<file path="src/rtl/sound_pkg.sv">
// sound_pkg: shared types, source IDs, pattern lengths and the beat
// tone table for the speaker-channel arbiter.
package sound_pkg;

  typedef enum logic [1:0] {
    IDLE = 2'd0,
    PLAY = 2'd1,
    GAP  = 2'd2
  } state_e;

  localparam logic [1:0] SRC_ALARM   = 2'd0;
  localparam logic [1:0] SRC_HORN    = 2'd1;
  localparam logic [1:0] SRC_REVERSE = 2'd2;
  localparam logic [1:0] SRC_JINGLE  = 2'd3;

  localparam logic [4:0] PAT_LEN [4] =
    '{5'd8, 5'd4, 5'd6, 5'd16};

  // Tone in Hz for beat idx of source id; 0 past the pattern end.
  function automatic logic [31:0] pat_tone(
    input logic [1:0] id,
    input logic [4:0] idx
  );
    logic [31:0] t;
    t = 32'd0;
    if (idx < PAT_LEN[id]) begin
      unique case (id)
        SRC_ALARM:   t = idx[0] ? 32'd0 : 32'd988;
        SRC_HORN:    t = 32'd440;
        SRC_REVERSE: t = idx[0] ? 32'd0 : 32'd1000;
        SRC_JINGLE: begin
          // Each jingle note is held for two beats.
          unique case (idx[3:1])
            3'd0: t = 32'd262;
            3'd1: t = 32'd294;
            3'd2: t = 32'd330;
            3'd3: t = 32'd349;
            3'd4: t = 32'd392;
            3'd5: t = 32'd440;
            3'd6: t = 32'd494;
            3'd7: t = 32'd523;
            default: t = 32'd0;
          endcase
        end
        default: t = 32'd0;
      endcase
    end
    return t;
  endfunction

endpackage

</file>
<file path="src/rtl/beat_timer.sv">
// beat_timer: free-running beat counter, tick on the last count.
// Ports: clk, reset (async, active low), restart (count to 0), tick.
module beat_timer #(
  parameter int BEAT_CYC = 10
) (
  input  logic clk,
  input  logic reset,
  input  logic restart,
  output logic tick
);

  localparam int W = (BEAT_CYC > 1) ? $clog2(BEAT_CYC) : 1;
  localparam logic [W-1:0] LAST = W'(BEAT_CYC - 1);

  logic [W-1:0] cnt_q;
  logic [W-1:0] cnt_d;

  assign tick = (cnt_q == LAST);

  always_comb begin
    cnt_d = cnt_q + W'(1);
    if (restart || tick) cnt_d = '0;
  end

  always_ff @(posedge clk or negedge reset) begin
    if (!reset) cnt_q <= '0;
    else        cnt_q <= cnt_d;
  end

endmodule

</file>
<file path="src/rtl/sound_arbiter.sv">
// sound_arbiter: latches four sound requests, grants by fixed priority
// with preemption, steps the beat pattern, drives freq/amp_en/busy/done.
module sound_arbiter
  import sound_pkg::*;
#(
  parameter int CLK_FREQ  = 100_000_000,
  parameter int BEAT_FREQ = 8
) (
  input  logic        clk,
  input  logic        reset,
  input  logic [3:0]  req,
  input  logic [3:0]  cancel,
  output logic [31:0] freq,
  output logic        amp_en,
  output logic        busy,
  output logic [1:0]  active_id,
  output logic        done
);

  localparam int BEAT_CYC = CLK_FREQ / BEAT_FREQ;

  state_e      state_q, state_d;
  logic [3:0]  pend_q, pend_d;
  logic [3:0]  canc_q;
  logic [4:0]  beat_q, beat_d;
  logic [31:0] freq_q, freq_d;
  logic        amp_q, amp_d;
  logic        busy_q, busy_d;
  logic [1:0]  act_q, act_d;
  logic        done_q, done_d;

  logic        has_pend;
  logic [1:0]  pend_id;
  logic        grant, adv, fin;
  logic        tick, restart;
  logic [3:0]  clr;
  logic [4:0]  last;

  beat_timer #(
    .BEAT_CYC (BEAT_CYC)
  ) u_timer (
    .clk     (clk),
    .reset   (reset),
    .restart (restart),
    .tick    (tick)
  );

  assign restart = grant | fin;
  assign last    = PAT_LEN[act_q] - 5'd1;

  always_comb begin
    has_pend = |pend_q;
    pend_id  = 2'd0;
    priority case (1'b1)
      pend_q[0]: pend_id = 2'd0;
      pend_q[1]: pend_id = 2'd1;
      pend_q[2]: pend_id = 2'd2;
      pend_q[3]: pend_id = 2'd3;
      default:   pend_id = 2'd0;
    endcase
  end

  // Cancel is acted on one edge after it is registered, so an
  // active-source cancel reaches the outputs two edges later.
  always_comb begin
    state_d = state_q;
    grant   = 1'b0;
    adv     = 1'b0;
    fin     = 1'b0;
    unique case (state_q)
      IDLE: begin
        if (has_pend) begin
          grant   = 1'b1;
          state_d = PLAY;
        end
      end
      PLAY: begin
        if (canc_q[act_q]) begin
          state_d = IDLE;
        end else if (has_pend && pend_id < act_q) begin
          grant = 1'b1;
        end else if (tick) begin
          if (beat_q == last) begin
            fin     = 1'b1;
            state_d = GAP;
          end else begin
            adv = 1'b1;
          end
        end
      end
      GAP: begin
        if (tick) state_d = IDLE;
      end
      default: state_d = IDLE;
    endcase
  end

  always_comb begin
    freq_d = freq_q;
    amp_d  = amp_q;
    act_d  = act_q;
    beat_d = beat_q;
    busy_d = (state_d != IDLE);
    done_d = fin;
    if (grant) begin
      act_d  = pend_id;
      beat_d = 5'd0;
      freq_d = pat_tone(pend_id, 5'd0);
      amp_d  = 1'b1;
    end else if (adv) begin
      beat_d = beat_q + 5'd1;
      freq_d = pat_tone(act_q, beat_q + 5'd1);
    end else if (state_d != PLAY) begin
      freq_d = 32'd0;
      amp_d  = 1'b0;
      if (state_d == IDLE) act_d = 2'd0;
    end
  end

  // Cancel beats a same-cycle req; a req beats the grant clear.
  always_comb begin
    clr    = grant ? (4'b0001 << pend_id) : 4'b0000;
    pend_d = ((pend_q & ~clr) | req) & ~cancel;
  end

  always_ff @(posedge clk or negedge reset) begin
    if (!reset) begin
      state_q <= IDLE;
      pend_q  <= 4'd0;
      canc_q  <= 4'd0;
      beat_q  <= 5'd0;
      freq_q  <= 32'd0;
      amp_q   <= 1'b0;
      busy_q  <= 1'b0;
      act_q   <= 2'd0;
      done_q  <= 1'b0;
    end else begin
      state_q <= state_d;
      pend_q  <= pend_d;
      canc_q  <= cancel;
      beat_q  <= beat_d;
      freq_q  <= freq_d;
      amp_q   <= amp_d;
      busy_q  <= busy_d;
      act_q   <= act_d;
      done_q  <= done_d;
    end
  end

  assign freq      = freq_q;
  assign amp_en    = amp_q;
  assign busy      = busy_q;
  assign active_id = act_q;
  assign done      = done_q;

endmodule

</file>
<file path="config.mk">
export PLATFORM = sky130hd
export DESIGN_NAME = sound_arbiter
export DESIGN_NICKNAME = d
export VERILOG_FILES = /design/src/rtl/sound_pkg.sv /design/src/rtl/beat_timer.sv /design/src/rtl/sound_arbiter.sv
export SDC_FILE = /design/constraint.sdc
export NUM_CORES = 1
export LEC_CHECK = 0
export ABC_AREA = 1
export CORE_UTILIZATION = 30
export DETAILED_ROUTE_END_ITERATION = 10
export GPL_TIMING_DRIVEN = 0
export PLACE_DENSITY = 0.46
export SETUP_SLACK_MARGIN = 0.1
export SYNTH_ARGS = -nofsm -noshare
export SYNTH_HDL_FRONTEND = slang
export SYNTH_SLANG_ARGS = --single-unit
</file>
<file path="constraint.sdc">
create_clock -name clk -period 3.79 [get_ports clk]
set_input_delay 0.379 -clock clk [delete_from_list [all_inputs] [get_ports clk]]
set_output_delay 0.379 -clock clk [all_outputs]
set_load 0.03 [all_outputs]
</file>
==> results.md, run 1 <==
Run status:
- The run finished with clean final reports.

Timing:
- The final clock skew is 7.346 ps.
- The final total negative setup slack is 0 ps.
- The pin slew with the least headroom to its limit is 665.0 ps.
- Dividing the final minimum period by the clock period gives 63.31%.
- Hold is met by 116.9 ps.
- The count of endpoints failing hold in the final timing report is 0.
- Setup repair after global routing left no endpoint under its margin.
- The worst max-slew margin expressed relative to the limit is 55.66%.
- The final number of max-transition violations came to 0.
- Setup violations remaining at the end of the flow were counted as 0.
- For the finished layout, the period the worst path requires is 2400 ps.
- The timing-limited maximum frequency is 0.4168 GHz.

Pwr:
- Summed over all cells, the static leakage comes to 2.187 nW.
- Sequential cells burn 32.3% of the power.
- In this run the power density over the cells is 526.8 mW/mm2.
- The share of power burned in the clock network is 22.5%.
- The switching part of the total power is 42.30%.
- Total power for the finished layout comes to 0.002334 W.
- The switching power of the nets is 0.0009871 W.
- VDD sags by at most 195.7 uV.
- The design internal power is 0.001347 W.
- The power share of the combinational group is 45.2%.

Worst setup path:
- The length in cells of the worst reg-to-reg path is 12.
- The worst reg2reg path startpoint is beat_q[1]$_DFFE_PN0P_.
- STA classifies the critical path startpoint as a register.
- The end of the worst register-to-register path is freq[2]$_DFFE_PN0P_.
- Data arrives at the worst endpoint at 2630 ps.
- The required time of the worst setup path is 4020 ps.
- The maximum fanout encountered on the critical timing path is 7.
- The critical path is of the reg -> reg type.
- In this run the register-to-register setup slack is 1390 ps.
- The worst setup path is captured at a register.

Floorplanning:
- The floorplan core area is 0.01206 mm2.
- The area enclosed by the die boundary is 0.01286 mm2.
- The floorplan has 40 rows.
- The count of pins on the block boundary is 47.
- The die boundary height is 113.4 um.
- The initial standard-cell utilization of the core is 30.87%.
- Measured along the x axis, the die boundary spans 113.4 um.

Drt:
- The detail-routed via count per cell is 4.332.
- The final wirelength is 8971 um.
- The routed length per placed instance is 11.93 um.
- The number of DRC violations after detailed routing is 0.
- The first routing iteration left 179 violations.
- The count of nets left with antenna violations once routing finished came out at 0.
- The number of iterations in the first detailed-routing pass is 6.
- The via total after detailed routing is 3258.

Final layout:
- Fill cells in the final layout number 1301.
- The net count of the finished layout is 614.
- Across the whole layout, storage elements account for 0.001351 mm2.
- In the final layout, the multi-input gates occupy 0.001943 mm2.
- The repair_antennas step left the layout with diodes totalling 0.
- The area growth from synthesis to layout is 18.99%.
- The core utilization of the finished layout is 36.73%.
- The fraction of final layout cells sized beyond drive strength 1 is 9.760%.

Yosys:
- The combined area of all synthesized cells is 0.003724 mm2.
- The average instance in the mapped netlist occupies 7.026 um2.
- After synthesis the netlist holds a flip-flop and latch count of 54.
- Counting every instance in the synthesized netlist gives 530.
- Sequential cells were found to cover 36.29% of the synthesized design area.
- The number of synthesis warnings is 0.
- After synthesis, the netlist uses 32 different library cells.

CTS:
- Clock-pin slew was measured on the worst setup and hold paths at 70 ps.
- Gates resized during post-CTS repair numbered 0.
- The cell sitting at the root of the clock tree is a sky130_fd_sc_hd__clkbuf_16.
- The TritonCTS sink count is 54.
- The count of H-tree levels built during CTS is 2.
- The clock passes through at most 2 buffers.
- The buffer count from post-CTS setup fixing is 0.
- The insertion delay of the later-clocked pin in the worst-skew pair is 300 ps.
- For this design, the CTS-stage hold fixing added 0 buffers.
- The TritonCTS clock tree is yes.
- Buffers inserted during clock tree synthesis total 5.

Placed design:
- The detailed placement HPWL is 7074 um.
- The final weighted congestion in routability-driven placement is 0.8819.
- Buffers placed on the I/O ports in this run total 24.

Global route:
- Entering global routing, the biggest net connects 29 pins.
- The first-pass GRT wire length is 15300 um.
- For this run, the total global-route usage over all layers was measured as 15.18%.
- The remaining global-route overflow is 0.
- The initial antenna violation count is 0.
- The via count of the first global-routing pass is 3080.

Hold path:
- The tightest min-delay check is of the in -> async type.

Job:
- The tool flagged a number of max-cap violations equal to 0.
## worst max-delay path by stage
stage	to	startpoint	slack, ps
2_1_floorplan	freq[6]$_DFFE_PN0P_	active_id[0]$_DFFE_PN0P_	1740
3_3_place_gp	canc_q[1]$_DFF_PN0_	reset	490
3_5_place_dp	freq[2]$_DFFE_PN0P_	beat_q[1]$_DFFE_PN0P_	1400
4_1_cts	freq[2]$_DFFE_PN0P_	beat_q[1]$_DFFE_PN0P_	1380
5_1_grt	amp_en$_DFFE_PN0P_	active_id[1]$_DFFE_PN0P_	1140
6_report	freq[2]$_DFFE_PN0P_	beat_q[1]$_DFFE_PN0P_	1390
## synthesized netlist by cell type
cell type / n / area share, %
sky130_fd_sc_hd__inv_1: 72 / 7.3
sky130_fd_sc_hd__nand2_1: 141 / 14
sky130_fd_sc_hd__inv_2: 4 / 0.40
sky130_fd_sc_hd__nand3b_1: 3 / 0.60
sky130_fd_sc_hd__xor2_1: 9 / 2.1
sky130_fd_sc_hd__nand3_1: 35 / 4.7
sky130_fd_sc_hd__nand2_2: 5 / 0.84
sky130_fd_sc_hd__nand3_2: 1 / 0.27
sky130_fd_sc_hd__nor3_1: 12 / 1.6
sky130_fd_sc_hd__or2_2: 1 / 0.17
sky130_fd_sc_hd__a31oi_1: 1 / 0.17
sky130_fd_sc_hd__buf_6: 2 / 0.60
sky130_fd_sc_hd__nor2_1: 79 / 8.0
sky130_fd_sc_hd__and2_0: 1 / 0.17
sky130_fd_sc_hd__ha_1: 21 / 7.1
sky130_fd_sc_hd__o21ai_0: 18 / 2.4
sky130_fd_sc_hd__nand4_1: 12 / 2.0
sky130_fd_sc_hd__nor2_4: 4 / 1.2
sky130_fd_sc_hd__nor3_2: 1 / 0.27
sky130_fd_sc_hd__xnor2_1: 4 / 0.94
sky130_fd_sc_hd__o21a_1: 1 / 0.20
sky130_fd_sc_hd__nor2_2: 3 / 0.50
sky130_fd_sc_hd__buf_2: 4 / 0.54
sky130_fd_sc_hd__conb_1: 1 / 0.10
sky130_fd_sc_hd__o21ai_1: 2 / 0.27
sky130_fd_sc_hd__a21oi_1: 10 / 1.3
sky130_fd_sc_hd__buf_4: 24 / 4.8
sky130_fd_sc_hd__o21bai_1: 1 / 0.20
sky130_fd_sc_hd__dfrtp_1: 54 / 36
sky130_fd_sc_hd__a21boi_0: 1 / 0.20
sky130_fd_sc_hd__and2_1: 1 / 0.17
sky130_fd_sc_hd__o22ai_1: 2 / 0.34
## power groups by stage
| stage | clock [W] | combinational (W) | sequential, W |
|---|---|---|---|
| 2_1_floorplan | 0 | 0.000620 | 0.000863 |
| 3_3_place_gp | 0 | 0.00105 | 0.000764 |
| 3_5_place_dp | 0 | 0.00106 | 0.000767 |
| 4_1_cts | 0.000545 | 0.00107 | 0.000757 |
| 5_1_grt | 0.000572 | 0.00119 | 0.000772 |
| 6_report | 0.000525 | 0.00105 | 0.000754 |
## metrics by stage
| stage | setup WS (ps) | std cells | area (um2) |
|---|---|---|---|
| final | 1390 | 752 | 4431 |
| after global placement | 486.0 | 743 | 4253 |
| after global routing | 1144 | 752 | 4431 |
| after floorplan | 1741 | 551 | 3802 |
| after CTS | 1376 | 752 | 4431 |
| after detailed placement | 1403 | 744 | 4268 |
## placed cells by master, fill, tap and decap left out, drive strengths merged, types with 2 or more instances in the layout
cell and instances:
a21oi 10, and2 2, buf 32, clkbuf 7, clkdlybuf4s50 23, conb 22
dfrtp 54, ha 21, inv 76, nand2 146, nand3 36, nand3b 3
nand4 12, nor2 86, nor3 13, o21ai 20, o22ai 2, xnor2 4
xor2 9
## final cells by class
class	count	share of cell area, %
multi-input combinational	391	43.86
sequential	54	30.50
inverter	76	6.439
timing repair buffer	25	5.761
buffer	30	5.027
tap	168	4.744
clock buffer	7	2.993
clock inverter	1	0.6778
## sequential cells by signal, summed over array words and instances (netlist names)
signal and cells:
active_id 2, canc_q 4, pend_q 4, freq 10
state_q 2, done 1, u_timer.cnt_q 24, busy 1
beat_q 5, amp_en 1
## cells by family after synthesis
kind of cell / Yosys count / share of synthesized area (%)
AOI/OAI and AO/OA: 36 / 5.142
xor gates and xnor gates: 13 / 3.058
adders and majority gates: 21 / 7.056
buffers and inverters: 106 / 13.64
DFF: 54 / 36.29
other: 1 / 0.1007
and+or+nand+nor: 299 / 34.71
## per-layer routing
layer	GRT usage (%)	vias up	wire, um
li1	-	1707	-
met2	23.64	64	3850
met5	0	-	0
met1	21.75	1483	4831
met4	4.474	0	53
met3	2.338	4	235
## worst max-delay path, stage by stage, from the launching register on
cell                      delay (ps)
sky130_fd_sc_hd__dfrtp_1         470
sky130_fd_sc_hd__ha_1            240
sky130_fd_sc_hd__xnor2_1         360
sky130_fd_sc_hd__inv_1           210
sky130_fd_sc_hd__ha_1            330
sky130_fd_sc_hd__nand2_1          70
sky130_fd_sc_hd__nand2_1          50
sky130_fd_sc_hd__nand3_1          60
sky130_fd_sc_hd__nand2_1          80
sky130_fd_sc_hd__nor2_1          170
sky130_fd_sc_hd__nand3_1          90
sky130_fd_sc_hd__and2_0          160
sky130_fd_sc_hd__nand2_1          50
No activity file was read; power rests on OpenSTA's default activity.
==> run 2: changes to the inputs <==
==> constraint.sdc (replaced) <==
create_clock -name clk -period 2.35 [get_ports clk]
set_input_delay 0.235 -clock clk [delete_from_list [all_inputs] [get_ports clk]]
set_output_delay 0.235 -clock clk [all_outputs]
set_load 0.03 [all_outputs]
==> results.md, run 2 (synthesis gave the netlist of run 1 again) <==
Placed design:
- The number of port buffers is 24 (unchanged).
- The area after detailed placement came to 0.004268 mm2 (unchanged).
- The post-placement cell count came to 744 (unchanged).
- The detailed placement HPWL is 7074 um (unchanged).
- The final weighted congestion in routability-driven placement came to 0.8819 (unchanged).

Hold path:
- The tightest min-delay check is of the in -> reg type.
- The path with the worst hold slack has its endpoint at canc_q[1]$_DFF_PN0_.
- The worst hold path begins at cancel[1].
- Counting instances, the worst hold path has a depth of 1.

Timing:
- The setup violation total in the final timing report is 0 (unchanged).
- The worst hold slack is 404.5 ps (+287.7 ps).
- The final critical-path required period is 2089 ps (-310.9 ps).
- The final clock skew is 7.316 ps (-0.03001 ps).
- The final critical-path share of the clock period was 88.88% (+26 points).
- The final number of max-transition violations is 0 (unchanged).
- The count of endpoints failing hold in the final timing report was 0 (unchanged).
- Setup repair after global routing could not meet its margin everywhere.
- The pin slew with the least headroom to its limit was 665.4 ps (+0.3102 ps).
- The worst max-slew margin expressed relative to the limit is 55.64% (about the same).
- The timing-limited maximum frequency is 0.4788 GHz (+15%).

Worst setup path:
- The slowest stage of the critical path is the sky130_fd_sc_hd__dfrtp_2 cell.
- The kind of cell adding the most delay to the critical path is simple AND/OR/NAND/NOR gates.
- The delay contributed by the slowest stage of the critical path came to 460 ps (about the same).
- The total number of cells along the worst setup path is 11 (-1).
- In this run the critical register-to-register path is captured at freq[2]$_DFFE_PN0P_.
- The sort of element at the end of the critical path is a register.
- The type of the worst setup path is reg -> reg.
- The worst setup path is launched from a register.
- The setup slack of the worst register-to-register path is 260 ps (-1130 ps).
- The critical path goes through ha_1 -> nand3_1 -> xor2_1 -> inv_1 -> ha_1 -> a21oi_1 -> nand2_1 -> nor2_2 -> nand3_1 -> and2_0 -> nand2_1.
- The critical path buffer and inverter count came to 1 (unchanged).
- The startpoint identified for the worst register-to-register timing path is beat_q[1]$_DFFE_PN0P_.
- The arrival time of data at the critical path endpoint is 2330 ps (-300 ps).
- The length in cells of the worst reg-to-reg path came to 11 (-1).
- The required time of the worst setup path is 2590 ps (-1430 ps).
- The maximum fanout encountered on the critical timing path is 7 (unchanged).

Global route:
- The via count of the first global-routing pass came to 3089 (+0.29%).
- The total routing usage reported by global routing is 15.23% (+0.046 points).
- The maximum number of pins on one net before global-route repair is 29 (unchanged).
- The remaining global-route overflow is 0 (unchanged).
- The first-pass GRT wire length is 15350 um (+0.36%).
- The initial antenna violation count came to 0 (unchanged).

Drt:
- The final wirelength is 9055 um (+0.94%).
- The detail-routed via count per cell is 4.320 (-0.28%).
- The via total after detailed routing is 3279 (+0.64%).
- The post-detailed-route count of antenna-violating nets is 0 (unchanged).
- The number of DRC violations after detailed routing is 0 (unchanged).
- The routed length per placed instance is 11.93 um (about the same).
- The number of design-rule violations left by the first detailed-router iteration is 152 (-15%).
- The number of iterations in the first detailed-routing pass was 4 (-2).

Final layout:
- The diode insertion count for antenna repair is 0 (unchanged).
- More flip-flops sit in one register than any other, and that register is u_timer.cnt_q.
- The fraction of final layout cells sized beyond drive strength 1 is 12.69% (+2.9 points).
- The number of flip-flops under the largest register name is 24 (unchanged).
- The area growth from synthesis to layout is 21.27%.
- The library cell used most frequently in the layout, excluding fill and tap cells, is sky130_fd_sc_hd__nand2_1.
- In the layout the commonest cells are sky130_fd_sc_hd__nand2_1, sky130_fd_sc_hd__nor2_1, sky130_fd_sc_hd__inv_1.
- The post-layout instance count excluding filler cells came to 759 (+0.93%).
- The cell area after layout is 0.004516 mm2 (+1.9%).
- The net count reported at finish is 621 (+1.1%).

Run status:
- The run finished with clean final reports.

Floorplanning:
- The width of the die is 113.4 um (unchanged).
- The initial standard-cell utilization of the core is 30.87% (unchanged).
- The number of core rows came to 40 (unchanged).
- The area enclosed by the die boundary came to 0.01286 mm2 (unchanged).
- The floorplan core area came to 0.01206 mm2 (unchanged).
- The die boundary height is 113.4 um (unchanged).
- The count of pins on the block boundary is 47 (unchanged).

Pwr:
- The power per standard cell area is 855.3 mW/mm2 (+62%).
- The post-route total power is 0.003862 W (+65%).
- The largest vdd supply drop is 313.6 uV (+60%).
- The leakage power total is 2.213 nW (+1.2%).

CTS:
- The maximum clock path buffer count came to 2 (unchanged).
- In this run the clock root is driven by a sky130_fd_sc_hd__clkbuf_16.
- TritonCTS built the clock tree.
- The TritonCTS sink count came to 54 (unchanged).
- The insertion delay of the later-clocked pin in the worst-skew pair is 300 ps (about the same).
- The clock buffer count from CTS is 5 (unchanged).
- The clock-pin slew on the worst setup and hold paths is 70 ps (about the same).
- The count of H-tree levels built during CTS is 2 (unchanged).

Job:
- The number of maximum-capacitance violations is 0 (unchanged).
run 2: layout make-up:
cell class,count,area (um2)
buffer,30,229.0
clock buffer,7,132.6
clock inverter,1,30.03
fill,1293,7546
inverter,76,285.3
multi-input combinational,391,1963
sequential,54,1355
tap,168,210.2
timing repair buffer,32,310.3
run 2: power by group:
| part | leakage [nW] | total [W] | internal (W) | switching [W] |
|---|---|---|---|---|
| sequential | 0.711 | 0.00120 | 0.00108 | 0.000124 |
| clock | 0.0781 | 0.000850 | 0.000505 | 0.000345 |
| combinational | 1.42 | 0.00181 | 0.000656 | 0.00115 |
| total | 2.21 | 0.00386 | 0.00224 | 0.00162 |
run 2: metrics by stage:
step                util [%]  setup WS, ps  TNS (ps)
floorplan                  -         301.5         0
global placement       35.26        -810.0    -43450
detailed placement     35.38        -36.79    -99.47
CTS                    36.98         140.6         0
global route           37.44         82.79         0
finish                 37.44         261.4         0
run 2: how the worst max path moves through the flow:
stage | startpoint | endpoint | slack (ps)
CTS | active_id[0]$_DFFE_PN0P_ | freq[7]$_DFFE_PN0P_ | 140
global route | active_id[0]$_DFFE_PN0P_ | amp_en$_DFFE_PN0P_ | 80
finish | beat_q[1]$_DFFE_PN0P_ | freq[2]$_DFFE_PN0P_ | 260
detailed placement | beat_q[1]$_DFFE_PN0P_ | freq[2]$_DFFE_PN0P_ | -40
global placement | reset | canc_q[1]$_DFF_PN0_ | -810
floorplan | active_id[0]$_DFFE_PN0P_ | freq[6]$_DFFE_PN0P_ | 300
run 2: routing by layer:
metal | vias to the layer above | track usage (%) | part of all wire (%)
met3 | 6 | 2.338 | 3.2
met2 | 57 | 23.80 | 43
met1 | 1492 | 21.75 | 53
met4 | 0 | 4.474 | 1.0
li1 | 1724 | - | -
met5 | - | 0 | 0
run 2: worst reg2reg max path, stage by stage (launching register included):
cell	delay (ps)
sky130_fd_sc_hd__dfrtp_2	460
sky130_fd_sc_hd__ha_1	240
sky130_fd_sc_hd__nand3_1	110
sky130_fd_sc_hd__xor2_1	180
sky130_fd_sc_hd__inv_1	70
sky130_fd_sc_hd__ha_1	290
sky130_fd_sc_hd__a21oi_1	130
sky130_fd_sc_hd__nand2_1	120
sky130_fd_sc_hd__nor2_2	140
sky130_fd_sc_hd__nand3_1	80
sky130_fd_sc_hd__and2_0	160
sky130_fd_sc_hd__nand2_1	50
run 2: repair_timing:
action / CTS / global route
setup buffers: 1 / 5
hold endpoints to repair: 10 / 0
gates resized for setup: 4 / 10
pin swaps: 1 / 0
gates cloned: 0 / 0
setup endpoints to repair: 11 / 13
hold buffers: 1 / 0
